$ cat src/rtl/alu_sequencer.sv
// alu_sequencer: command sequencer in front of an external 8-bit ALU.
// It holds the accumulator (A) and operand (B) registers, drives the ALU bus-drive
// strobes for one EXEC cycle and returns the captured result over a valid/ready handshake.
// Optional feature: define ALU_SEQ_CMP_EN to enable the CMP opcode (3'b100);
// without it, CMP is handled as an illegal opcode.
module alu_sequencer (
  input  logic       clk,
  input  logic       resetBar,
  input  logic       cmdValid,
  output logic       cmdReady,
  input  logic [2:0] cmdOp,
  input  logic [7:0] cmdImm,
  output logic [7:0] areg,
  output logic [7:0] breg,
  output logic       doSubtract,
  output logic       assertBarE,
  output logic       assertBarS,
  input  logic [7:0] dbus,
  input  logic       flagCarry,
  input  logic       flagShift,
  output logic       resValid,
  input  logic       resReady,
  output logic [7:0] resData,
  output logic       resCarry,
  output logic       resZero,
  output logic       resErr,
  output logic       busy
);

  localparam logic [2:0] OpLda = 3'b000;
  localparam logic [2:0] OpAdd = 3'b001;
  localparam logic [2:0] OpSub = 3'b010;
  localparam logic [2:0] OpShr = 3'b011;
  localparam logic [2:0] OpCmp = 3'b100;

`ifdef ALU_SEQ_CMP_EN
  localparam logic CmpEn = 1'b1;
`else
  localparam logic CmpEn = 1'b0;
`endif

  typedef enum logic [1:0] {StIdle, StSetup, StExec, StDone} state_e;

  state_e     r_state;
  state_e     w_state_next;
  logic [2:0] r_op;
  logic [7:0] r_a;
  logic [7:0] r_b;
  logic [7:0] r_res_data;
  logic       r_res_carry;
  logic       r_res_zero;
  logic       r_res_err;
  logic       r_ready_en;  // keeps cmdReady low until the first edge after reset

  logic w_accept;
  logic w_cmd_alu;
  logic w_op_arith;
  logic w_op_shr;
  logic w_op_sub;
  logic w_op_wb;

  assign w_accept   = cmdValid && cmdReady;
  assign w_cmd_alu  = (cmdOp == OpAdd) || (cmdOp == OpSub) || (cmdOp == OpShr) ||
                      (CmpEn && (cmdOp == OpCmp));
  // r_op only ever holds a legal ALU op, so CMP appears here only when enabled
  assign w_op_arith = (r_op == OpAdd) || (r_op == OpSub) || (r_op == OpCmp);
  assign w_op_shr   = (r_op == OpShr);
  assign w_op_sub   = (r_op == OpSub) || (r_op == OpCmp);
  assign w_op_wb    = (r_op == OpAdd) || (r_op == OpSub) || (r_op == OpShr);

  // State register
  always_ff @(posedge clk or negedge resetBar) begin
    if (!resetBar) r_state <= StIdle;
    else           r_state <= w_state_next;
  end

  // Next-state logic
  always_comb begin
    w_state_next = r_state;
    unique case (r_state)
      StIdle:  if (w_accept) w_state_next = w_cmd_alu ? StSetup : StDone;
      StSetup: w_state_next = StExec;
      StExec:  w_state_next = StDone;
      StDone:  if (resReady) w_state_next = StIdle;
      default: w_state_next = StIdle;
    endcase
  end

  // Outputs decoded from state; strobes can only go low in EXEC, and never together
  always_comb begin
    cmdReady   = (r_state == StIdle) && r_ready_en;
    busy       = (r_state != StIdle);
    resValid   = (r_state == StDone);
    doSubtract = ((r_state == StSetup) || (r_state == StExec)) && w_op_sub;
    assertBarE = !((r_state == StExec) && w_op_arith);
    assertBarS = !((r_state == StExec) && w_op_shr);
  end

  // Datapath: command latch, A/B registers and result capture
  always_ff @(posedge clk or negedge resetBar) begin
    if (!resetBar) begin
      r_ready_en  <= 1'b0;
      r_op        <= OpLda;
      r_a         <= 8'h00;
      r_b         <= 8'h00;
      r_res_data  <= 8'h00;
      r_res_carry <= 1'b0;
      r_res_zero  <= 1'b0;
      r_res_err   <= 1'b0;
    end else begin
      r_ready_en <= 1'b1;
      if (w_accept) begin
        if (cmdOp == OpLda) begin
          r_a         <= cmdImm;
          r_res_data  <= cmdImm;
          r_res_carry <= 1'b0;
          r_res_zero  <= (cmdImm == 8'h00);
          r_res_err   <= 1'b0;
        end else if (w_cmd_alu) begin
          r_op <= cmdOp;
          if (cmdOp != OpShr) r_b <= cmdImm;
        end else begin
          // illegal opcode: report current A, leave A/B alone
          r_res_data  <= r_a;
          r_res_carry <= 1'b0;
          r_res_zero  <= (r_a == 8'h00);
          r_res_err   <= 1'b1;
        end
      end else if (r_state == StExec) begin
        r_res_data  <= dbus;
        r_res_zero  <= (dbus == 8'h00);
        r_res_carry <= w_op_shr ? flagShift : flagCarry;
        r_res_err   <= 1'b0;
        if (w_op_wb) r_a <= dbus;
      end
    end
  end

  assign areg     = r_a;
  assign breg     = r_b;
  assign resData  = r_res_data;
  assign resCarry = r_res_carry;
  assign resZero  = r_res_zero;
  assign resErr   = r_res_err;

endmodule

$ cat config.mk
export PLATFORM = sky130hd
export DESIGN_NAME = alu_sequencer
export DESIGN_NICKNAME = d
export VERILOG_FILES = /design/src/rtl/alu_sequencer.sv
export SDC_FILE = /design/constraint.sdc
export NUM_CORES = 1
export LEC_CHECK = 0
export BUFFER_PORTS_ARGS = -buffer_cell sky130_fd_sc_hd__clkbuf_2
export CAP_MARGIN = 5
export CORE_MARGIN = 4
export CORE_UTILIZATION = 45
export CTS_CLUSTER_SIZE = 8
export DETAILED_ROUTE_END_ITERATION = 10
export GPL_TIMING_DRIVEN = 0
export PLACE_DENSITY_LB_ADDON = 0.2
export SETUP_SLACK_MARGIN = 0.3
export SYNTH_ARGS = -nofsm -noshare
export SYNTH_HDL_FRONTEND = slang
export SYNTH_SLANG_ARGS = --single-unit
$ cat constraint.sdc
create_clock -name clk -period 1.6 [get_ports clk]
set_input_delay 0.16 -clock clk [delete_from_list [all_inputs] [get_ports clk]]
set_output_delay 0.16 -clock clk [all_outputs]
set_load 0.01 [all_outputs]
==> run metrics, run 1 <==
status finished, violations left; failing checks setup timing; Yosys top cell by area dfrtp_1; most common cell after layout, fill and taps aside clkbuf_2; Final Cycle Share 1.065; reg-to-reg critical path startpoint r_state[0]; final count of hold timing violations 0; Crit path arrival time 1.89 ns; area of the multi-input gates 997.2 sq um; setup tns final -1.540 ns; commonest non-fill, non-tap cells in the layout clkbuf_2 (54), dfrtp_1 (33), nand2_1 (28), mux2_2 (17), buf_4 (15); Sw Ratio 0.3772; CTS tree done; Root Driver clkbuf_8; first-pass GRT wire length about 7300 um; worst vdd ir between 1000 and 1500 uV; I/O pin count a little under 60; Wirelength per Cell ~16 um; first drt pass iteration count 4; worst slack, placed -0.2396 ns; Crit Path Class reg -> reg; top area cells in the synthesized netlist dfrtp_1 (47%), mux2_2 (12%), nand2_1 (6.2%), mux2i_1 (5.7%), a21o_1 (3.4%); Seq/Total Area, Yosys 0.4731; setup ws final -0.1032 ns; clk buf depth 2; Slew Viols, Final 0; crit end category flop; P_int 0.002902 W; logic gate share of total power 0.549; die area slightly below 0.005 sq mm; number of global-route vias before repair about 1.5k; Switching Power roughly 0.0018 W; final instance area ~0.0025 sq mm; final net count 277; DR iter-0 viols 116; placed inst area between 0.002 and 0.0025 sq mm; Clock transition at path regs approximately 0.07 ns; Core Box Area about 0.0037 sq mm; detailed-route via count 1534; DR DRC count 0; Synth Register Bits 33; post-layout min period roughly 1.7 ns; Worst-Margin Slew between 0.8 and 0.9 ns; DP HPWL a little over 3000 um; fill count roughly 310; Reg power frac 0.319; total of warnings raised by yosys 0; Worst Path Max Fanout 6; Sink Count 33; fmax ~590 MHz; GP Congestion around 0.78; global-route usage over all layers 0.1938; Mapped Avg Cell Area 10.51 sq um; number of antenna violations at the first check in global routing 0; post-synth top area share 0.4731; Gate Count Post-Synth 166; pwr dens ~1900 mW/mm^2; Worst Path Required between 1.5 and 2 ns; Vias/cell 5.165; clock share of power 0.132; Setup crit start kind flop; largest net degree at the start of global routing 34; htree depth 2; HP Class in -> reg; register cell area after layout between 800 and 900 sq um; Initial Utilization 0.4697; syn nets 195; final setup fails 20; row cnt 22; Max Cap Viol 0; Die H 70.28 um; slew margin rel. 0.4477; Final ANT Viol Nets 0; global route total overflow 0; Inserted Clock Buffers 5; fin cells ~300; Netlist cell types 37; Port Buf Inserts 57; post-route clock skew ~0.0065 ns; P_leak 1.256 nW; Detailed Route WL 4654 um; HP Start cmdImm[1]; P&R area growth vs syn 44.16%; worst-skew pair later-pin latency just under 0.3 ns; Die Width around 70 um; Post-Syn Area 0.001745 sq mm; ant diodes 0; final core occ 0.6771; Cells after DPL between 200 and 300; Worst Setup SP r_state[0]; layout cells sized above 1 0.5141; RSZ-0062 raised after global routing yes
[registers in the layout, indices dropped and copies added, names as in the netlist]
name	count
areg	8
breg	8
resData	8
r_op	3
r_state	2
r_ready_en	1
resCarry	1
resErr	1
resZero	1
[metal layers]
metal,vias to the layer above,routed length (um),GRT usage
li1,750,-,-
met1,730,2011,0.2464
met2,46,2242,0.3015
met3,8,297,0.05612
met4,0,103,0.09149
met5,-,0,0
[cells by family after synthesis]
kind of cell	after synthesis	synth area share
XOR/XNOR	2	0.01004
other	1	0.002148
AND/OR/NAND/NOR	58	0.1534
adder cells (fa/ha/maj)	4	0.02867
buffers and inverters	10	0.03082
multiplexers	29	0.1799
AO/OA/AOI/OAI	29	0.1219
flip-flops	33	0.4731
[path summary, 6_finish.rpt]
kind                              end  slack, ns  cells after the start
hold / removal                breg[1]       0.16                      2
setup / recovery           resData[0]      -0.10                      8
max in group asynchronous     areg[6]       0.58                      2
setup reg to reg           resData[0]      -0.10                      8
hold reg to reg            resData[6]       0.48                      1
min in group asynchronous  resData[1]       0.50                      2
[critical path: stages, from the launching register on]
cell and delay (ns):
dfrtp_1 0.39, inv_2 0.09, ha_4 0.13, and3_4 0.21, buf_8 0.14, mux2i_4 0.27
buf_6 0.15, a211oi_1 0.04, a21o_1 0.16
[final cells by class]
class	count	area share
tap	48	0.02387
inverter	3	0.004475
sequential	33	0.3282
buffer	7	0.02586
clock inverter	2	0.003978
timing repair buffer	75	0.1885
multi-input combinational	123	0.3963
clock buffer	6	0.02884
[metrics by stage]
stage	hold WS (ns)	total power, W
CTS	0.1643	0.004517
finish	0.1620	0.004659
global placement	0.2953	0.003446
floorplan	-0.1356	0.002783
detailed placement	0.2927	0.003484
global route	0.1539	0.005024
[power groups by stage]
stage / Clock [W] / Sequential [W] / Combinational, W
3_5_place_dp: 0 / 0.00151 / 0.00198
4_1_cts: 0.000615 / 0.00148 / 0.00242
6_report: 0.000615 / 0.00149 / 0.00256
3_3_place_gp: 0 / 0.00149 / 0.00196
5_1_grt: 0.000666 / 0.00155 / 0.00281
2_1_floorplan: 0 / 0.00162 / 0.00116
[cell usage after synthesis, drive strengths merged]
library cell and n:
nor3 2, mux2i 10, nor3b 1, a32oi 1, a21oi 3, a211oi 8, xnor2 1, o31ai 2
ha 4, xor2 1, nor2b 2, a31oi 1, a21o 8, nor4b 2, o211ai 1, and2 1
and3 1, o21ai 3, nand2 29, nor2 14, conb 1, a22o 1, o21bai 1, clkbuf 1
nand3 1, buf 6, mux2 19, dfrtp 33, nor4 3, inv 3, or4 2
[repair_timing]
item                       CTS  global route
gates resized for setup     17            14
cloned                       1             0
pin swaps                    6             1
hold endpoints to repair    33             0
setup endpoints to repair   35            38
hold buffers                 1             0
setup buffers               12             4
Note: power is estimated with default switching activity, not from simulation.
==> run 2, diff against run 1 <==
==> config.mk (replaced) <==
export PLATFORM = sky130hd
export DESIGN_NAME = alu_sequencer
export DESIGN_NICKNAME = d
export VERILOG_FILES = /design/src/rtl/alu_sequencer.sv
export SDC_FILE = /design/constraint.sdc
export NUM_CORES = 1
export LEC_CHECK = 0
export BUFFER_PORTS_ARGS = -buffer_cell sky130_fd_sc_hd__buf_2
export CAP_MARGIN = 5
export CORE_MARGIN = 5
export CORE_UTILIZATION = 45
export CTS_CLUSTER_SIZE = 8
export DETAILED_ROUTE_END_ITERATION = 10
export GPL_TIMING_DRIVEN = 0
export PLACE_DENSITY_LB_ADDON = 0.2
export SETUP_SLACK_MARGIN = 0.3
export SLEW_MARGIN = 20
export SYNTH_ARGS = -nofsm -noshare
export SYNTH_HDL_FRONTEND = slang
export SYNTH_SLANG_ARGS = --single-unit
==> run 2 against run 1 <==
Against the previous run: the flow still finishes with violations (setup timing); final area rose by 6.7%; utilization grew 4.5 points; register-to-register slack about the same; critical endpoint is now resData[2].
==> run metrics, run 2 (synthesis gave the netlist of run 1 again) <==
status finished, violations left; failing checks setup timing; Crit path arrival time 1.90 ns (about the same); I/O pin count 58 (unchanged); Initial Utilization 0.4697 (unchanged); cell depth of the worst flop-to-flop path 8 (unchanged); most common cell after layout, fill and taps aside buf_2; area of the multi-input gates 0.001035 sq mm (+3.8%); largest net degree at the start of global routing 34 (unchanged); final setup fails 30 (+50%); Die H 72.28 um (+2.8%); Vias/cell 5.179 (+0.28%); crit end category flop; Port Buf Inserts 57 (unchanged); Worst-Margin Slew 0.7285 ns (-0.09988 ns); worst-skew pair later-pin latency 0.29 ns (about the same); post-layout min period 1.712 ns (+0.008611 ns); ant diodes 0 (unchanged); clk buf depth 2 (unchanged); CTS tree done; R2R Setup Slk -0.11 ns (about the same); reg-to-reg critical path startpoint r_state[0]; P&R area growth vs syn 53.84%; GP Congestion 0.7869 (+0.95%); DR iter-0 viols 106 (-8.6%); htree depth 2 (unchanged); Sink Count 33 (unchanged); register cell area after layout 825.8 sq um (unchanged); final count of hold timing violations 0 (unchanged); post-route clock skew 0.007860 ns (+0.001403 ns); fill count 264 (-15%); layout cells sized above 1 0.5492 (+0.03519); Core Box Area 0.003716 sq mm (unchanged); Root Driver clkbuf_8; final net count 292 (+5.4%); HP Start cmdOp[2]; r2r endpoint resData[2]; Setup crit start kind flop; Final Cycle Share 1.070 (+0.005382); detailed-route via count 1616 (+5.3%); number of global-route vias before repair 1548 (+3.2%); Detailed Route WL 5022 um (+7.9%); worst slack, placed -0.1996 ns (+0.03998 ns); slew margin rel. 0.5143 (+0.06659); Clock transition at path regs 0.07 ns (about the same); Fin Hold WS 0.1571 ns (-0.004912 ns); pwr dens 1913 mW/mm^2 (+3.3%); Max Cap Viol 0 (unchanged); commonest non-fill, non-tap cells in the layout buf_2 (55), dfrtp_1 (33), nand2_1 (28), buf_4 (25), mux2_2 (14); HP Class in -> reg; Hold Crit Endpoint resErr; die area 0.005224 sq mm (+5.8%); fmax 584.2 MHz (-0.50%); Worst Path Required 1.79 ns (about the same); Worst Path Max Fanout 5 (-1); Final ANT Viol Nets 0 (unchanged); Die Width 72.28 um (+2.8%); Slew Viols, Final 0 (unchanged); Crit Path Class reg -> reg; row cnt 22 (unchanged); Wirelength per Cell 16.10 um (+2.7%); P_leak 1.342 nW (+6.9%); worst vdd ir 1001 uV (-3.9%); Inserted Clock Buffers 5 (unchanged); number of antenna violations at the first check in global routing 0 (unchanged); global route total overflow 0 (unchanged); final core occ 0.7226 (+0.04545); first-pass GRT wire length 7534 um (+2.7%); global-route usage over all layers 0.1876 (-0.006295); Hold Path Stages 2 (unchanged); DR DRC count 0 (unchanged); DP HPWL 3134 um (+0.83%); setup ws final -0.1118 ns (-0.008611 ns); RSZ-0062 raised after global routing yes; first drt pass iteration count 4 (unchanged)
==> run 2: cell count changes in the layout (fill, tap and decap cells not counted), moves of 3 or more <==
cell / before / now
buf_6: 5 / 12
buf_2: 3 / 55
buf_4: 15 / 25
mux2_2: 17 / 14
mux2_4: 2 / 5
clkbuf_2: 54 / 0
==> run 2: report_power, final <==
| part | leakage (nW) | internal (W) | switching (W) | total, W |
|---|---|---|---|---|
| Clock | 0.0450 | 0.000301 | 0.000308 | 0.000610 |
| Combinational | 0.889 | 0.00172 | 0.00133 | 0.00305 |
| Sequential | 0.409 | 0.00122 | 0.000261 | 0.00148 |
==> run 2: final cells by class <==
class / instances / area share
clock buffer: 6 / 0.02703
sequential: 33 / 0.3075
inverter: 3 / 0.004194
multi-input combinational: 123 / 0.3854
timing repair buffer: 90 / 0.2232
clock inverter: 2 / 0.003728
tap: 48 / 0.02237
buffer: 7 / 0.02656
==> run 2: timing repair <==
item,4_1_cts,5_1_grt
pin swaps,2,5
setup buffers,15,15
hold buffers,1,0
setup endpoints to repair,36,38
endpoints found under the hold margin,33,0
gates resized for setup,21,22
cloned,2,0
==> run 2: metrics by stage <==
stage,cells,power [W],area [sq um],TNS (ns)
after floorplan,166,0.002783,1814,-0.3891
after global placement,271,0.003440,2160,-2.503
after detailed placement,271,0.003478,2160,-2.926
after CTS,297,0.004582,2480,-0.4213
after global routing,312,0.005505,2685,-4.296
final,312,0.005138,2685,-2.245
==> run 2: how the worst max path moves through the flow <==
stage	from	endpoint	slack, ns	cells past startpoint
after global placement	r_state[1]	resData[5]	-0.18	7
final	r_state[0]	resData[2]	-0.11	8
after global routing	r_state[0]	resData[2]	-0.18	8
after detailed placement	r_state[1]	resData[2]	-0.20	7
after floorplan	r_state[1]	resData[0]	-0.05	8
after CTS	r_state[0]	resData[0]	-0.05	8
==> run 2: worst max-delay path, stage by stage (launching register included) <==
cell and delay, ns:
dfrtp_1 0.39, inv_2 0.10, ha_4 0.15, and3_4 0.21, buf_8 0.13, mux2i_4 0.28
buf_6 0.16, a211oi_1 0.05, a21o_1 0.15
==> run 2: per-layer routing <==
layer,part of all wire,routed length (um),vias to the layer above,global-route usage
li1,-,-,786,-
met1,0.43,2172,764,0.2460
met2,0.49,2458,58,0.2912
met3,0.063,315,8,0.05125
met4,0.015,75,0,0.07933
met5,0,0,-,0
